==> config.mk <==
export PLATFORM = sky130hd
export DESIGN_NAME = seg7_decode38_flat
export DESIGN_NICKNAME = d
export VERILOG_FILES = /design/src/rtl/seg7_decode38_if.sv /design/src/rtl/seg7_decode38.sv /design/src/flat_wrapper.sv
export SDC_FILE = /design/constraint.sdc
export NUM_CORES = 1
export LEC_CHECK = 0
export ABC_AREA = 1
export BUFFER_PORTS_ARGS = -buffer_cell sky130_fd_sc_hd__clkbuf_2
export CORE_MARGIN = 2
export CORE_UTILIZATION = 60
export DETAILED_ROUTE_END_ITERATION = 16
export GPL_ROUTABILITY_DRIVEN = 0
export PLACE_DENSITY = 0.93
export SYNTH_ARGS = -nofsm -noshare
export SYNTH_HDL_FRONTEND = slang
export SYNTH_SLANG_ARGS = --single-unit
==> constraint.sdc <==
create_clock -name clk -period 3 [get_ports clk]
set_input_delay 0.3 -clock clk [delete_from_list [all_inputs] [get_ports clk]]
set_output_delay 0.3 -clock clk [all_outputs]
set_load 0.01 [all_outputs]
==> src/rtl/seg7_decode38_if.sv <==
// Handshake bundle between the 7-segment receiver and its downstream consumer.
// The master side drives the display pattern, enable and ready; the slave returns the decoded result.
interface seg7_decode38_if;
    logic       en;
    logic [6:0] seg_in;
    logic       out_ready;
    logic       out_valid;
    logic [2:0] y;
    logic [7:0] x;
    logic       flag;
    logic       err;
    logic [7:0] err_cnt;

    modport master (
        output en, seg_in, out_ready,
        input  out_valid, y, x, flag, err, err_cnt
    );

    modport slave (
        input  en, seg_in, out_ready,
        output out_valid, y, x, flag, err, err_cnt
    );
endinterface

==> src/rtl/seg7_decode38.sv <==
// Receives an active-low 7-segment digit (0-7), waits for the pattern to settle, then delivers
// the 3-bit code and its one-hot form once over a valid/ready handshake, counting unknown patterns.
module seg7_decode38 #(
    parameter int STABLE_CYCLES = 4,
    parameter int CNT_W         = 4
) (
    input logic            clk,
    input logic            rst_n,
    seg7_decode38_if.slave bus
);
    typedef enum logic [1:0] {IDLE, SETTLE, HOLD, WAIT_CHG} state_t;

    localparam logic [6:0]       BLANK     = 7'h7F;
    localparam logic [CNT_W-1:0] CNT_MAX   = '1;
    localparam logic [CNT_W-1:0] STABLE_TH = CNT_W'(STABLE_CYCLES - 1);

    state_t           state;
    logic [6:0]       seg_q;
    logic [6:0]       lat;
    logic [CNT_W-1:0] stab_cnt;
    logic             stable;
    logic             dec_ok;
    logic [2:0]       dec_y;

    // Returns {recognised, digit}; blank and unknown patterns both report recognised=0.
    function automatic logic [3:0] decode(input logic [6:0] s);
        case (s)
            7'h01:   decode = 4'b1_000;
            7'h4F:   decode = 4'b1_001;
            7'h12:   decode = 4'b1_010;
            7'h06:   decode = 4'b1_011;
            7'h4C:   decode = 4'b1_100;
            7'h24:   decode = 4'b1_101;
            7'h20:   decode = 4'b1_110;
            7'h0F:   decode = 4'b1_111;
            default: decode = 4'b0_000;
        endcase
    endfunction

    function automatic logic [7:0] sat_inc8(input logic [7:0] v);
        return (v == 8'hFF) ? v : v + 8'd1;
    endfunction

    assign stable          = (stab_cnt >= STABLE_TH);
    assign {dec_ok, dec_y} = decode(seg_q);

    // Sampler: runs in every state so the stability count is already valid when SETTLE is entered.
    always_ff @(posedge clk) begin
        if (!rst_n) begin
            seg_q    <= BLANK;
            stab_cnt <= '0;
        end else begin
            seg_q <= bus.seg_in;
            if (bus.seg_in == seg_q) begin
                if (stab_cnt != CNT_MAX)
                    stab_cnt <= stab_cnt + 1'b1;
            end else begin
                stab_cnt <= '0;
            end
        end
    end

    always_ff @(posedge clk) begin
        if (!rst_n) begin
            state         <= IDLE;
            lat           <= BLANK;
            bus.out_valid <= 1'b0;
            bus.y         <= 3'd0;
            bus.x         <= 8'd0;
            bus.flag      <= 1'b0;
            bus.err       <= 1'b0;
            bus.err_cnt   <= 8'd0;
        end else if (!bus.en) begin
            // Disable wins over a pending handshake; the error count survives.
            state         <= IDLE;
            bus.out_valid <= 1'b0;
            bus.y         <= 3'd0;
            bus.x         <= 8'd0;
            bus.flag      <= 1'b0;
            bus.err       <= 1'b0;
        end else begin
            case (state)
                IDLE: state <= SETTLE;
                SETTLE: begin
                    if (stable && seg_q != BLANK) begin
                        lat           <= seg_q;
                        state         <= HOLD;
                        bus.out_valid <= 1'b1;
                        if (dec_ok) begin
                            bus.y    <= dec_y;
                            bus.x    <= 8'd1 << dec_y;
                            bus.flag <= 1'b1;
                            bus.err  <= 1'b0;
                        end else begin
                            bus.y       <= 3'd0;
                            bus.x       <= 8'd0;
                            bus.flag    <= 1'b0;
                            bus.err     <= 1'b1;
                            bus.err_cnt <= sat_inc8(bus.err_cnt);
                        end
                    end
                end
                HOLD: begin
                    if (bus.out_valid && bus.out_ready) begin
                        bus.out_valid <= 1'b0;
                        state         <= WAIT_CHG;
                    end
                end
                WAIT_CHG: begin
                    if (seg_q != lat)
                        state <= SETTLE;
                end
                default: state <= IDLE;
            endcase
        end
    end
endmodule

==> src/flat_wrapper.sv <==
// flat-port wrapper written by rule: the top's interface ports become plain ports
module seg7_decode38_flat 
#(
    parameter int STABLE_CYCLES = 4,
    parameter int CNT_W         = 4
)
  (clk, rst_n, bus_en, bus_seg_in, bus_out_ready, bus_out_valid, bus_y, bus_x, bus_flag, bus_err, bus_err_cnt);
  seg7_decode38_if bus_i ();
  input logic clk;
  input logic rst_n;
  input wire logic [$bits(bus_i.en)-1:0] bus_en;
  input wire logic [$bits(bus_i.seg_in)-1:0] bus_seg_in;
  input wire logic [$bits(bus_i.out_ready)-1:0] bus_out_ready;
  output wire logic [$bits(bus_i.out_valid)-1:0] bus_out_valid;
  output wire logic [$bits(bus_i.y)-1:0] bus_y;
  output wire logic [$bits(bus_i.x)-1:0] bus_x;
  output wire logic [$bits(bus_i.flag)-1:0] bus_flag;
  output wire logic [$bits(bus_i.err)-1:0] bus_err;
  output wire logic [$bits(bus_i.err_cnt)-1:0] bus_err_cnt;
  assign bus_i.en = bus_en;
  assign bus_i.seg_in = bus_seg_in;
  assign bus_i.out_ready = bus_out_ready;
  assign bus_out_valid = bus_i.out_valid;
  assign bus_y = bus_i.y;
  assign bus_x = bus_i.x;
  assign bus_flag = bus_i.flag;
  assign bus_err = bus_i.err;
  assign bus_err_cnt = bus_i.err_cnt;
  seg7_decode38 #(.STABLE_CYCLES(STABLE_CYCLES), .CNT_W(CNT_W)) u_core (.clk(clk), .rst_n(rst_n), .bus(bus_i));
endmodule
==> impl_metrics.tcl <==
set metrics [dict create \
    finalNetCount 328 \
    drc 0 \
    cts-root-buf "clkbuf_4" \
    stdcell_area_um2 2340 \
    start_util 0.629 \
    peakVddDrop_mv 0.241 \
    grt_pass1_wl_um 7790 \
    syn_nets 298 \
    finalSetupTns_ns 0 \
    synth_edf_count 0 \
    synthArstFlopShare 0 \
    tightest_slew_ns 0.442 \
    drive_gt1_frac 0.211 \
    path_buf_inv 0 \
    syn_avg_cell_area_um2 7.51 \
    synth-main-ff-cell "dfxtp_1" \
    ys_types 35 \
    ctsHoldBuffers 0 \
    placed_area_um2 2280 \
    area_growth_pct 10.4 \
    vias 1890 \
    grt_max_degree 16 \
    numCtsBuffers 5 \
    routed_wl_um 4290 \
    criticalPathCategory "flip-flop to flip-flop" \
    leakage_nw 1.04 \
    synth_top_area_share 0.397 \
    syn-cell-area_um2 2120 \
    slew_viol_final 0 \
    crit_path_end_kind "flip-flop" \
    ys_warn_count 0 \
    endpoint "u_core.bus.err_cnt[2]" \
    path_delay_family "simple AND/OR/NAND/NOR gates" \
    max_cap_viol_count 0 \
    first_pass_iters 4 \
    first_global_vias 1821 \
    slew_headroom 0.704 \
    portBuffers 32 \
    required_ns 3.28 \
    rr_endpoint "u_core.bus.err_cnt[2]" \
    critPathArrivalTime_ns 2.08 \
    cp-startpoint "u_core.bus.err_cnt[0]" \
    dieWidth_um 63.4 \
    hold_path_class "input port to flip-flop" \
    final-hold-violation-count 0 \
    cts.clk_slew.worst_paths_ns 0.12 \
    die_y_um 63.4 \
    diodes 0 \
    cts_tree "yes" \
    htree_levels 2 \
    startpoint_type "flip-flop" \
    crit_chain "ha_1 -> nand3_1 -> nor2_1 -> nand3_1 -> nand3_4 -> nand2_1 -> a21oi_1" \
    finalCriticalPeriod_ns 1.80 \
    grt-ovfl-total 0 \
    fin_skew_ns 0.00952 \
    cp_num_cells 7 \
    hpwlAfterDp_um 3300 \
    wl_per_cell_um 12.0 \
    postCtsSetupRepairBufs 0 \
    cp_slowest_cell "dfxtp_1" \
    hold_path_depth 3 \
    fp.coreArea_um2 3360 \
    ios 33 \
    antenna_found_initial 0 \
    syn_inst 282 \
    ys_ff_latch 42 \
    drt-initial-drc-count 128 \
    viasPerCell 5.26 \
    rows 21 \
    fin_crit_sh 0.599 \
    ant_nets 0 \
    fin_util 0.695 \
    worstRegToRegCells 7 \
    rsz0062_at_grt "false" \
    ys_seq_area_frac 0.397 \
    die_area_um2 4020 \
    ys_top_cells_by_area "dfxtp_1, nand2_1, a21oi_1" \
    outcome "finished clean" \
    reg2reg_slack_ns 1.20 \
    max_freq_mhz 557 \
    critPathMaxStageDelay_ns 0.41 \
    cts_resized 0 \
    cp_max_fo 9 \
    path_common_cell "nand3_1" \
    insertion_delay_ns 0.35 \
    cts_sinks 42 \
    grt_usage 0.242 \
    synth_top_area_cell "dfxtp_1" \
    p_per_area_nw_per_um2 404 \
    r2r_start "u_core.bus.err_cnt[0]" \
    clk_path_buf_depth 2 \
    finalSetupViolations 0 \
]
==> tightest hold or removal path, delay by kind of cell <==
| kind | cells | cell delay, ns |
|---|---|---|
| simple gates | 1 | 0.04 |
| buf+inv | 2 | 0.13 |
==> Yosys cell counts, types with 4 or more instances <==
cell and number:
nand2_1 74, dfxtp_1 42, a21oi_1 23, nor2_1 19, inv_1 17, nand3_1 15
nand4_1 14, nor2_2 8, inv_2 7, xor2_1 7, o211ai_1 6, xnor2_1 6
ha_1 5, nor3_1 5, buf_2 4
==> per-layer routing <==
layer,share of wire,track usage
met1,0.45,0.283
met4,0.011,0.0788
met3,0.046,0.0643
met2,0.49,0.428
met5,0,0
==> sequential cells by signal (all words and copies together) (netlist names) <==
register	count
u_core.bus.out_valid	1
u_core.bus.err	1
u_core.lat	7
u_core.stab_cnt	4
u_core.bus.x	8
u_core.bus.flag	1
u_core.bus.y	3
u_core.seg_q	7
u_core.state	2
u_core.bus.err_cnt	8
==> stage by stage <==
| stage | std cells | power (mW) | setup slack [ns] | hold WS (ns) |
|---|---|---|---|---|
| final | 359 | 0.944 | 1.20 | 0.143 |
| after global routing | 359 | 0.988 | 0.949 | 0.139 |
| after CTS | 359 | 0.952 | 1.21 | 0.129 |
| after detailed placement | 351 | 0.663 | 1.24 | 0.456 |
| after global placement | 351 | 0.660 | 1.29 | 0.455 |
| after floorplan | 282 | 0.643 | 1.40 | 0.396 |
==> power by group <==
group | total, mW | internal, mW | switching (mW) | leakage, nW
logic | 0.0714 | 0.0270 | 0.0444 | 0.664
clock network | 0.294 | 0.114 | 0.180 | 0.0353
registers | 0.579 | 0.565 | 0.0131 | 0.341
total | 0.944 | 0.706 | 0.237 | 1.04
==> cell type report <==
type	instances	area, um2
sequential	42	841
clock inverter	1	5.00
tap	46	57.6
inverter	25	93.8
multi-input combinational	206	1120
clock buffer	7	55.1
timing repair buffer	32	160
fill	333	1030
==> placed cells by master (no fill, tap or decap), drive strengths merged <==
master   count
o21a         1
nor2        31
clkbuf      39
clkinv       2
dfxtp       42
o211ai       6
o211a        1
o22ai        1
nor4         1
xnor2        6
nand2       78
nor3         5
xor2         7
or2          3
nand4       14
a21oi       23
o221ai       1
nand3b       1
a31oi        1
nand3       16
o2111ai      1
inv         24
ha           5
o21ai        4
==> cell families (layout without fill, tap and decap cells) <==
group / after synthesis / in the layout / synth area share
simple gates: 149 / 149 / 0.340
flops: 42 / 42 / 0.397
compound gates: 39 / 39 / 0.108
buf+inv: 34 / 65 / 0.0715
xor+xnor: 13 / 13 / 0.0538
fa+ha+maj: 5 / 5 / 0.0296
==> how the worst min path moves through the flow <==
stage	from	endpoint	slack (ns)
6_report	bus_seg_in[6]	u_core.seg_q[6]	0.14
3_5_place_dp	u_core.bus.x[3]	u_core.bus.x[3]	0.46
2_1_floorplan	bus_seg_in[2]	u_core.seg_q[2]	0.40
4_1_cts	bus_seg_in[6]	u_core.seg_q[6]	0.13
3_3_place_gp	u_core.bus.x[3]	u_core.bus.x[3]	0.46
5_1_grt	bus_seg_in[2]	u_core.seg_q[2]	0.14
Power figures use the tool's default switching activity.
